--- config.mk ---
export PLATFORM = sky130hd
export DESIGN_NAME = hazard_control_unit
export DESIGN_NICKNAME = d
export VERILOG_FILES = /design/src/rtl/hazard_pkg.sv /design/src/rtl/forwarding_unit.sv /design/src/rtl/hazard_control_unit.sv
export SDC_FILE = /design/constraint.sdc
export NUM_CORES = 1
export LEC_CHECK = 0
export BUFFER_PORTS_ARGS = -buffer_cell sky130_fd_sc_hd__buf_2
export CORE_ASPECT_RATIO = 0.9
export CORE_MARGIN = 2
export CORE_UTILIZATION = 40
export CTS_CLUSTER_DIAMETER = 200
export CTS_CLUSTER_SIZE = 10
export DETAILED_ROUTE_END_ITERATION = 10
export HOLD_SLACK_MARGIN = 0.06
export PLACE_DENSITY = 0.75
export SYNTH_ARGS = -nofsm -noshare
export SYNTH_HDL_FRONTEND = slang
export SYNTH_SLANG_ARGS = --single-unit
--- constraint.sdc ---
create_clock -name i_clk -period 4.01 [get_ports i_clk]
set_input_delay 0.2005 -clock i_clk [delete_from_list [all_inputs] [get_ports i_clk]]
set_output_delay 0.2005 -clock i_clk [all_outputs]
set_load 0.01 [all_outputs]
--- src/rtl/hazard_pkg.sv ---
// Shared constants and state encoding for the pipeline hazard controller.
package hazard_pkg;

    localparam logic [1:0] FWD_NONE        = 2'b00;
    localparam logic [1:0] FWD_WB          = 2'b01;
    localparam logic [1:0] FWD_MEM         = 2'b10;
    localparam logic [1:0] RESULT_SRC_LOAD = 2'b01;

    typedef enum logic [1:0] {
        INIT     = 2'b00,
        RUN      = 2'b01,
        MEM_WAIT = 2'b10
    } hazard_state_t;

endpackage

--- src/rtl/forwarding_unit.sv ---
// E-stage operand bypass select: M result beats W result; x0 is never bypassed.
module forwarding_unit
    import hazard_pkg::*;
#(
    parameter int REG_ADDR_W = 3
) (
    input  logic [REG_ADDR_W-1:0] i_rs_e,
    input  logic [REG_ADDR_W-1:0] i_rd_m,
    input  logic [REG_ADDR_W-1:0] i_rd_w,
    input  logic                  i_reg_write_m,
    input  logic                  i_reg_write_w,
    output logic [1:0]            o_forward
);

    always_comb begin
        o_forward = FWD_NONE;
        if (i_rs_e != '0) begin
            if (i_reg_write_m && (i_rs_e == i_rd_m)) begin
                o_forward = FWD_MEM;
            end else if (i_reg_write_w && (i_rs_e == i_rd_w)) begin
                o_forward = FWD_WB;
            end
        end
    end

endmodule

--- src/rtl/hazard_control_unit.sv ---
// Hazard controller for the 5-stage pipeline: forwarding, stalls, flushes, drain/memory-wait FSM.
// Define HAZARD_PERF_EN to add saturating stall/flush event counters.
//
// state    | meaning
// INIT     | post-reset drain, bubbles injected for FLUSH_CYCLES cycles
// RUN      | normal issue, load-use / branch / memory-miss detection
// MEM_WAIT | whole pipe frozen until data memory reports ready
module hazard_control_unit
    import hazard_pkg::*;
#(
    parameter int REG_ADDR_W   = 3,
    parameter int FLUSH_CYCLES = 2,
    parameter int MAX_STALL    = 15
) (
    input  logic                  i_clk,
    input  logic                  i_reset,
    input  logic [REG_ADDR_W-1:0] i_Rs1D,
    input  logic [REG_ADDR_W-1:0] i_Rs2D,
    input  logic [REG_ADDR_W-1:0] i_Rs1E,
    input  logic [REG_ADDR_W-1:0] i_Rs2E,
    input  logic [REG_ADDR_W-1:0] i_RdE,
    input  logic [REG_ADDR_W-1:0] i_RdM,
    input  logic [REG_ADDR_W-1:0] i_RdW,
    input  logic                  i_RegWriteM,
    input  logic                  i_RegWriteW,
    input  logic [1:0]            i_ResultSrcE,
    input  logic                  i_PCSrcE,
    input  logic                  i_MemAccessM,
    input  logic                  i_mem_ready,
    output logic [1:0]            o_ForwardAE,
    output logic [1:0]            o_ForwardBE,
    output logic                  o_StallF,
    output logic                  o_StallD,
    output logic                  o_StallE,
    output logic                  o_StallM,
    output logic                  o_FlushD,
    output logic                  o_FlushE,
    output logic                  o_FlushW,
`ifdef HAZARD_PERF_EN
    output logic [15:0]           o_stall_count,
    output logic [15:0]           o_flush_count,
`endif
    output logic                  o_mem_timeout
);

    hazard_state_t r_state;
    logic [2:0]    r_drain_cnt;
    logic [7:0]    r_wait_cnt;
    logic          r_mem_timeout;

    logic [1:0]    w_fwd_a;
    logic [1:0]    w_fwd_b;
    logic          w_lw_stall;
    logic          w_mem_miss;

    forwarding_unit #(.REG_ADDR_W(REG_ADDR_W)) u_fwd_a (
        .i_rs_e        (i_Rs1E),
        .i_rd_m        (i_RdM),
        .i_rd_w        (i_RdW),
        .i_reg_write_m (i_RegWriteM),
        .i_reg_write_w (i_RegWriteW),
        .o_forward     (w_fwd_a)
    );

    forwarding_unit #(.REG_ADDR_W(REG_ADDR_W)) u_fwd_b (
        .i_rs_e        (i_Rs2E),
        .i_rd_m        (i_RdM),
        .i_rd_w        (i_RdW),
        .i_reg_write_m (i_RegWriteM),
        .i_reg_write_w (i_RegWriteW),
        .o_forward     (w_fwd_b)
    );

    assign w_lw_stall = (i_ResultSrcE == RESULT_SRC_LOAD) && (i_RdE != '0) &&
                        ((i_Rs1D == i_RdE) || (i_Rs2D == i_RdE));
    assign w_mem_miss = i_MemAccessM && !i_mem_ready;

    always_ff @(posedge i_clk) begin
        if (i_reset) begin
            r_state       <= INIT;
            r_drain_cnt   <= '0;
            r_wait_cnt    <= '0;
            r_mem_timeout <= 1'b0;
        end else begin
            case (r_state)
                INIT: begin
                    if (r_drain_cnt == 3'(FLUSH_CYCLES - 1)) begin
                        r_state     <= RUN;
                        r_drain_cnt <= '0;
                    end else begin
                        r_drain_cnt <= r_drain_cnt + 3'd1;
                    end
                end
                RUN: begin
                    if (w_mem_miss) begin
                        r_state    <= MEM_WAIT;
                        r_wait_cnt <= '0;
                    end
                end
                MEM_WAIT: begin
                    if (i_mem_ready) begin
                        r_state    <= RUN;
                        r_wait_cnt <= '0;
                    end else if (r_wait_cnt == 8'(MAX_STALL)) begin
                        // counter parks at the limit; memory may still answer later
                        r_mem_timeout <= 1'b1;
                    end else begin
                        r_wait_cnt <= r_wait_cnt + 8'd1;
                    end
                end
                default: begin
                    r_state <= INIT;
                end
            endcase
        end
    end

    always_comb begin
        o_ForwardAE = FWD_NONE;
        o_ForwardBE = FWD_NONE;
        o_StallF    = 1'b0;
        o_StallD    = 1'b0;
        o_StallE    = 1'b0;
        o_StallM    = 1'b0;
        o_FlushD    = 1'b0;
        o_FlushE    = 1'b0;
        o_FlushW    = 1'b0;
        // reset is synchronous, so force drain outputs while it is high regardless of state
        if (i_reset || (r_state == INIT)) begin
            o_StallF = 1'b1;
            o_FlushD = 1'b1;
            o_FlushE = 1'b1;
            o_FlushW = 1'b1;
        end else if (r_state == RUN) begin
            o_ForwardAE = w_fwd_a;
            o_ForwardBE = w_fwd_b;
            if (w_mem_miss) begin
                o_StallF = 1'b1;
                o_StallD = 1'b1;
                o_StallE = 1'b1;
                o_StallM = 1'b1;
                o_FlushW = 1'b1;
            end else if (i_PCSrcE) begin
                o_FlushD = 1'b1;
                o_FlushE = 1'b1;
            end else if (w_lw_stall) begin
                o_StallF = 1'b1;
                o_StallD = 1'b1;
                o_FlushE = 1'b1;
            end
        end else if (r_state == MEM_WAIT) begin
            o_ForwardAE = w_fwd_a;
            o_ForwardBE = w_fwd_b;
            if (!i_mem_ready) begin
                o_StallF = 1'b1;
                o_StallD = 1'b1;
                o_StallE = 1'b1;
                o_StallM = 1'b1;
                o_FlushW = 1'b1;
            end
        end
    end

    assign o_mem_timeout = r_mem_timeout;

`ifdef HAZARD_PERF_EN
    logic [15:0] r_stall_count;
    logic [15:0] r_flush_count;

    always_ff @(posedge i_clk) begin
        if (i_reset) begin
            r_stall_count <= '0;
            r_flush_count <= '0;
        end else begin
            if (o_StallD && ((r_state == RUN) || (r_state == MEM_WAIT)) &&
                (r_stall_count != 16'hFFFF)) begin
                r_stall_count <= r_stall_count + 16'd1;
            end
            if (o_FlushD && (r_state == RUN) && (r_flush_count != 16'hFFFF)) begin
                r_flush_count <= r_flush_count + 16'd1;
            end
        end
    end

    assign o_stall_count = r_stall_count;
    assign o_flush_count = r_flush_count;
`endif

endmodule

==> results of run 1 <==
==> final cells by class <==
class | count | area [um^2]
fill | 222 | 1180
tap | 28 | 35.0
clock buffer | 4 | 36.3
sequential | 14 | 280
timing repair buffer | 41 | 205
inverter | 4 | 15.0
multi-input combinational | 107 | 711
==> sequential cells by signal, summed over array words and instances (netlist names) <==
signal	flops
r_state	2
r_wait_cnt	8
o_mem_timeout	1
r_drain_cnt	3
==> report_power, final <==
| part | leakage (nW) | internal [W] | total [W] | switching (W) |
|---|---|---|---|---|
| Sequential | 0.113 | 0.000147 | 0.000161 | 0.0000139 |
| Combinational | 0.371 | 0.0000495 | 0.000108 | 0.0000581 |
| Clock | 0.0210 | 0.0000553 | 0.000102 | 0.0000464 |
==> critical path: stages (launching register included) <==
cell and delay, ns:
dfxtp_1 0.50, nand2b_1 0.12, or4b_1 0.56, o311ai_0 0.31, buf_2 0.19
==> path summary, 6_finish.rpt <==
| check | to |
|---|---|
| max | o_FlushE |
| min | r_drain_cnt[1]$_SDFFE_PP0P_ |
| max reg2reg | r_wait_cnt[4]$_SDFFE_PP0P_ |
| min reg2reg | o_mem_timeout$_SDFFE_PP0P_ |
==> Yosys cell counts (all sizes together) <==
library cell	n	area (um^2)
nand2b	4	25.0
and3	1	11.3
o211ai	1	7.51
and2	1	6.26
or3	1	6.26
nand3b	1	7.51
or4	3	30.0
clkbuf	2	17.5
or4b	1	10.0
nand2	8	30.0
a31oi	1	6.26
nand3	4	20.0
o31ai	3	22.5
o41ai	1	8.76
o311ai	1	8.76
nand4	5	31.3
nor2b	1	6.26
nand4b	1	8.76
a21oi	9	45.0
nor2	18	67.6
xor2	8	70.1
dfxtp	14	280
nor4	1	12.5
a211oi	5	37.5
a221o	1	10.0
o21ai	3	15.0
buf	3	23.8
a311oi	1	8.76
ha	1	12.5
a21o	1	7.51
xnor2	15	131
nand4bb	1	16.3
inv	4	15.0
nor3	5	30.0
==> per-layer routing <==
layer / up-vias / wire, um
li1: 547 / -
met1: 488 / 1010
met2: 38 / 1220
met3: 3 / 131
met4: 0 / 23
met5: - / 0
==> stage by stage <==
stage / hold slack [ns] / total power [W] / utilization (%) / instance area (um^2) / worst slack (ns)
floorplan: 0.395 / 0.000239 / - / 1050 / 2.27
global placement: 0.452 / 0.000267 / 50.5 / 1250 / 2.20
detailed placement: 0.464 / 0.000272 / 50.5 / 1250 / 2.17
CTS: 0.204 / 0.000375 / 52.0 / 1280 / 1.81
global route: 0.206 / 0.000398 / 52.0 / 1280 / 1.70
finish: 0.205 / 0.000371 / 52.0 / 1280 / 1.84
==> logic make-up (layout without fill, tap and decap cells) <==
logic type | count (synthesis) | after routing | share of synthesized area [%]
and+or+nand+nor | 56 | 56 | 30.5
DFF | 14 | 14 | 26.8
xor gates and xnor gates | 23 | 23 | 19.2
AOI/OAI and AO/OA | 27 | 27 | 17.0
adders and majority gates | 1 | 1 | 1.19
buffers and inverters | 9 | 49 | 5.38
==> metrics.log, run 1 <==
INFO  metric finalClockSkew = 0.00532 ns
INFO  metric post_cts_buffers = 0
INFO  metric layout.cells.most_common_list = buf_2, nor2_1, xnor2_1
INFO  metric cts_tree = done
INFO  metric r2r_worst_path_depth = 4
INFO  metric initial_standard_cell_utilization_of_the_core = 42.4%
INFO  metric routed_length_per_instance = 12.0 um
INFO  metric io_buffers = 41
INFO  metric floorplan.die_area = 0.00304 mm^2
INFO  metric pwr_density_cell = 289 mW/mm^2
INFO  metric floorplan.rows = 17
INFO  metric cts_clk_pin_slew_worst_paths = 0.08 ns
INFO  metric maximum_buffer_depth_of_the_clock_tree = 2
INFO  metric first_global_vias = 961
INFO  metric timing.hold.worst.class = input port to flip-flop
INFO  metric design.core.area = 0.00247 mm^2
INFO  metric synth_area = 0.00105 mm^2
INFO  metric grt_usage = 17.3%
INFO  metric worst_setup_path_end_kind = output pin
INFO  metric met2_usage_in_global_routing = 31.8%
INFO  metric yosys.cell_types.count = 39
INFO  metric insertion_delay = 0.29 ns
INFO  metric detailed_route_via_count = 1076
INFO  metric grt_max_degree = 14
INFO  metric grt_setup_unrepaired = false
INFO  metric finalHoldViolCount = 0
INFO  metric cts.hold.buffers_added = 0
INFO  metric gp_congestion = 0.831
INFO  metric clock-root-buffer = clkbuf_4
INFO  metric timing.hold.worst_path_depth = 2
INFO  metric place_hpwl = 1950 um
INFO  metric critical_path_required = 3.81 ns
INFO  metric reg2reg_setup_slack = 2.20 ns
INFO  metric number_of_levels_in_the_clock_h_tree = 1
INFO  metric seq_area_frac_synth = 26.8%
INFO  metric grt.met3_usage = 3.21%
INFO  metric gr-usage-met1 = 19.3%
INFO  metric mostFrequentLayoutCell = buf_2
INFO  metric final-instance-count-excl-fill = 198
INFO  metric dr.pass1.iters = 4
INFO  metric synthesized_netlist_net_count = 161
INFO  metric area_growth = 22.5%
INFO  metric setup_violations = 0
INFO  metric hold_path_startpoint = i_reset
INFO  metric post-route-min-period = 2.17 ns
INFO  metric drcViolationCount = 0
INFO  metric post_route_cells_drive_above_1_share = 30.0%
INFO  metric total_leakage_power = 0.505 nW
INFO  metric synth-seq-cells = 14
INFO  metric period_share = 54.0%
INFO  metric run_status = finished, final reports clean
INFO  metric globalRoute.totalOverflow = 0
INFO  metric wirelength = 2380 um
INFO  metric numCtsBuffers = 3
INFO  metric critical_path.reg2reg.startpoint = r_state[0]$_SDFFE_PP0P_
INFO  metric final_antenna_net_count = 0
INFO  metric grt-busiest-layer = met2
INFO  metric worstMarginPinSlew = 0.717 ns
INFO  metric clock.fmax = 461 MHz
INFO  metric crit_arrival = 1.97 ns
INFO  metric vdd_drop_max = 168 uV
INFO  metric initialDrtViolationCount = 24
INFO  metric grt_antenna_before_repair = 0
INFO  metric cap_violations = 0
INFO  metric vias_per_cell = 5.43
INFO  metric die-width = 57.9 um
INFO  metric report.final.slew_viol_count = 0
INFO  metric synthCells = 130
INFO  metric dp.cells = 194
INFO  metric n_antenna_cell = 0
INFO  metric cts_repair_resize_count = 0
INFO  metric max-slew-margin-rel = 52.0%
INFO  metric worst_path_class_setup = flip-flop to output pin
INFO  metric synth.avg_cell_area = 8.06 um^2
INFO  metric io-pin-count = 42
INFO  metric die-height = 52.5 um
INFO  metric cts.sink_count = 14
INFO  metric worst_setup_path_startpoint = r_state[0]$_SDFFE_PP0P_
INFO  metric worst_setup_path_start_kind = flip-flop
INFO  metric fin_tns_setup = 0 ns
INFO  metric nNetsFinal = 202
INFO  metric synth-warning-count = 0
INFO  metric grt_pass1_wl = 4080 um
INFO  metric worst-path-max-fanout = 10
(Power assumes the default switching activity.)
==> inputs of run 2 (changes only) <==
--- a/config.mk
+++ b/config.mk
@@ -13,7 +13,7 @@
 export CTS_CLUSTER_SIZE = 10
 export DETAILED_ROUTE_END_ITERATION = 10
 export HOLD_SLACK_MARGIN = 0.06
-export PLACE_DENSITY = 0.75
+export PLACE_DENSITY = 0.78
 export SYNTH_ARGS = -nofsm -noshare
 export SYNTH_HDL_FRONTEND = slang
 export SYNTH_SLANG_ARGS = --single-unit
==> constraint.sdc (replaced) <==
create_clock -name i_clk -period 1.9 [get_ports i_clk]
set_input_delay 0.095 -clock i_clk [delete_from_list [all_inputs] [get_ports i_clk]]
set_output_delay 0.095 -clock i_clk [all_outputs]
set_load 0.01 [all_outputs]
==> run 2 against run 1 <==
  * Count of clock-buffer cells in the layout unchanged
  * Clock power rose by 110%
  * Largest cell class unchanged
  * Critical path depth unchanged
  * Highest routed layer unchanged
  * Non-clock buffer count up 4
  * Worst hold slack lost 0.078 ns
  * Register-to-register slack lost 2.1 ns
  * Clock skew fell by 0.0046 ns
==> metrics.log, run 2 (synthesis gave the netlist of run 1 again) <==
INFO  metric run_status = finished, final reports clean (unchanged)
INFO  metric cts_clk_pin_slew_worst_paths = 0.08 ns (about the same)
INFO  metric floorplan.rows = 17 (unchanged)
INFO  metric worst_setup_path_start_kind = flip-flop (unchanged)
INFO  metric initial_standard_cell_utilization_of_the_core = 42.4% (unchanged)
INFO  metric cpLargestDelayFamily = simple AND/OR/NAND/NOR gates (unchanged)
INFO  metric number_of_levels_in_the_clock_h_tree = 1 (unchanged)
INFO  metric reg2reg_setup_slack = 0.15 ns (was 2.20 ns)
INFO  metric cts_tree = done (unchanged)
INFO  metric cts.sink_count = 14 (unchanged)
INFO  metric design.core.area = 0.00247 mm^2 (unchanged)
INFO  metric gp_congestion = 0.803 (was 0.831)
INFO  metric grt_setup_unrepaired = true (was false)
INFO  metric io-pin-count = 42 (unchanged)
INFO  metric path_cells = nand2b_4, or4b_4, o311ai_2, buf_2 (was nand2b_1, or4b_1, o311ai_0, buf_2)
INFO  metric die-height = 52.5 um (unchanged)
INFO  metric first_global_vias = 981 (was 961)
INFO  metric place_hpwl = 1900 um (was 1950 um)
INFO  metric vdd_drop_max = 524 uV (was 168 uV)
INFO  metric timing.hold.worst.class = input port to flip-flop (unchanged)
INFO  metric worstMarginPinSlew = 0.421 ns (was 0.717 ns)
INFO  metric r2r_worst_path_depth = 4 (unchanged)
INFO  metric dr.pass1.iters = 4 (unchanged)
INFO  metric pwr_density_cell = 602 mW/mm^2 (was 289 mW/mm^2)
INFO  metric post-layout-total-power = 0.000818 W (was 0.000371 W)
INFO  metric cts.hold.buffers_added = 0 (unchanged)
INFO  metric most_flops_register = r_wait_cnt (unchanged)
INFO  metric critical-path-slowest-cell = or4b_4 (was or4b_1)
INFO  metric globalRoute.totalOverflow = 0 (unchanged)
INFO  metric wirelength = 2500 um (was 2380 um)
INFO  metric nNetsFinal = 206 (was 202)
INFO  metric clock.fmax = 532 MHz
INFO  metric timing.hold.worst_path_depth = 2 (unchanged)
INFO  metric period_share = 99.0%
INFO  metric worst_setup_path_end_kind = output pin (unchanged)
INFO  metric die-width = 57.9 um (unchanged)
INFO  metric critical_path.reg2reg.startpoint = r_wait_cnt[4]$_SDFFE_PP0P_ (was r_state[0]$_SDFFE_PP0P_)
INFO  metric mostFrequentLayoutCell = buf_2 (unchanged)
INFO  metric routed_length_per_instance = 12.4 um (was 12.0 um)
INFO  metric finalClockSkew = 0.000716 ns (was 0.00532 ns)
INFO  metric floorplan.die_area = 0.00304 mm^2 (unchanged)
INFO  metric report.final.slew_viol_count = 0 (unchanged)
INFO  metric io_buffers = 41 (unchanged)
INFO  metric numCtsBuffers = 3 (unchanged)
INFO  metric layout.cells.most_common_list = buf_2, nor2_1, xnor2_1 (unchanged)
INFO  metric multi_input_comb_area = 749 um^2 (was 711 um^2)
INFO  metric clock-root-buffer = clkbuf_4 (unchanged)
INFO  metric grt_usage = 16.5% (was 17.3%)
INFO  metric critical_path_required = 1.80 ns (was 3.81 ns)
INFO  metric worstHoldEndpoint = r_drain_cnt[0]$_SDFFE_PP0P_ (was r_drain_cnt[1]$_SDFFE_PP0P_)
INFO  metric detailed_route_via_count = 1103 (was 1076)
INFO  metric grt_max_degree = 12 (was 14)
INFO  metric crit_arrival = 1.79 ns (was 1.97 ns)
INFO  metric max-slew-margin-rel = 71.7% (was 52.0%)
INFO  metric hold_path_startpoint = i_reset (unchanged)
INFO  metric post_route_cells_drive_above_1_share = 36.2% (was 30.0%)
INFO  metric worst_path_class_setup = flip-flop to output pin (unchanged)
INFO  metric insertion_delay = 0.28 ns (was 0.29 ns)
INFO  metric total_leakage_power = 0.538 nW (was 0.505 nW)
INFO  metric setup_violations = 0 (unchanged)
INFO  metric initialDrtViolationCount = 25 (was 24)
INFO  metric n_antenna_cell = 0 (unchanged)
INFO  metric cap_violations = 0 (unchanged)
INFO  metric nFillCells = 228 (was 222)
INFO  metric vias_per_cell = 5.46 (was 5.43)
INFO  metric path_buf_inv = 1 (unchanged)
INFO  metric grt_antenna_before_repair = 0 (unchanged)
INFO  metric worst-path-max-fanout = 6 (was 10)
INFO  metric ff_latch_area = 288 um^2 (was 280 um^2)
INFO  metric maximum_buffer_depth_of_the_clock_tree = 2 (unchanged)
INFO  metric drcViolationCount = 0 (unchanged)
INFO  metric worst_stage_delay_on_the_critical_path = 0.55 ns (was 0.56 ns)
INFO  metric finalHoldViolCount = 0 (unchanged)
INFO  metric largest_register_ffs = 8 (unchanged)
INFO  metric final_antenna_net_count = 0 (unchanged)
INFO  metric crit-reg2reg-capture = r_wait_cnt[3]$_SDFFE_PP0P_ (was r_wait_cnt[4]$_SDFFE_PP0P_)
INFO  metric post-route-min-period = 1.88 ns
INFO  metric grt_pass1_wl = 3840 um (was 4080 um)
INFO  metric area_growth = 29.7% (was 22.5%)
INFO  metric top_regs = r_wait_cnt (8), r_drain_cnt (3), r_state (2) (unchanged)
INFO  metric finalCoreUtilization = 55.1% (was 52.0%)
## run 2: cell types whose count changed in the layout (fill, tap and decap cells not counted)
| cell | delta |
|---|---|
| nand2b_4 | +2 |
| o311ai_0 | -1 |
| a211oi_2 | +1 |
| o41ai_1 | -1 |
| dfxtp_4 | +2 |
| dfxtp_1 | -2 |
| a211oi_1 | -1 |
| nand2b_1 | -2 |
| or4b_4 | +1 |
| buf_4 | +4 |
| o311ai_2 | +1 |
| or4b_1 | -1 |
| o41ai_2 | +1 |
## run 2: timing repair
item                                    4_1_cts  5_1_grt
pin swaps                                     0        1
gates resized for setup                       5        7
endpoints found under the hold margin         0        0
endpoints found under the setup margin        7        7
gates cloned                                  0        0
buffers inserted                              0        1
## run 2: worst max-delay path by stage
| stage | from | end | slack [ns] | depth (start not counted) |
|---|---|---|---|---|
| after floorplan | r_wait_cnt[4]$_SDFFE_PP0P_ | r_wait_cnt[3]$_SDFFE_PP0P_ | 0.24 | 4 |
| after global placement | r_state[0]$_SDFFE_PP0P_ | o_FlushE | 0.22 | 4 |
| after detailed placement | r_wait_cnt[4]$_SDFFE_PP0P_ | r_wait_cnt[3]$_SDFFE_PP0P_ | 0.17 | 4 |
| after CTS | r_state[1]$_SDFFE_PP0P_ | o_FlushE | 0.002 | 4 |
| after global routing | r_state[1]$_SDFFE_PP0P_ | o_StallD | -0.02 | 4 |
| final | r_state[1]$_SDFFE_PP0P_ | o_FlushE | 0.02 | 4 |
## run 2: final cells by class
class	instances	area share [%]
timing repair buffer	45	17.3
tap	28	2.58
inverter	4	1.10
clock buffer	4	2.67
multi-input combinational	107	55.2
sequential	14	21.2
## run 2: report_power, final
group	internal, W	total (W)	switching (W)	leakage (nW)
clock network	0.000117	0.000216	0.0000995	0.0210
registers	0.000314	0.000347	0.0000335	0.115
logic	0.000124	0.000254	0.000130	0.402
total	0.000554	0.000818	0.000263	0.538
## run 2: per-stage QoR
step	area, um^2	cells	worst slack [ns]	TNS [ns]	hold slack, ns
floorplan	1050	130	0.244	0	0.283
global route	1360	202	-0.0237	-0.0405	0.128
detailed placement	1270	197	0.172	0	0.411
global placement	1270	197	0.216	0	0.404
CTS	1320	201	0.00245	0	0.104
finish	1360	202	0.0188	0	0.127
## run 2: worst register-to-register path: cells and delay by family, from the launching register on
family / cells / cell delay, ns
AND/OR/NAND/NOR: 4 / 1.32
flip-flops: 1 / 0.36
## run 2: routing by layer
layer,track usage [%],wire length (um),vias up
li1,-,-,558
met2,30.5,1220,46
met3,3.70,170,5
met4,8.53,41,0
met1,17.5,1070,494
met5,0,0,-
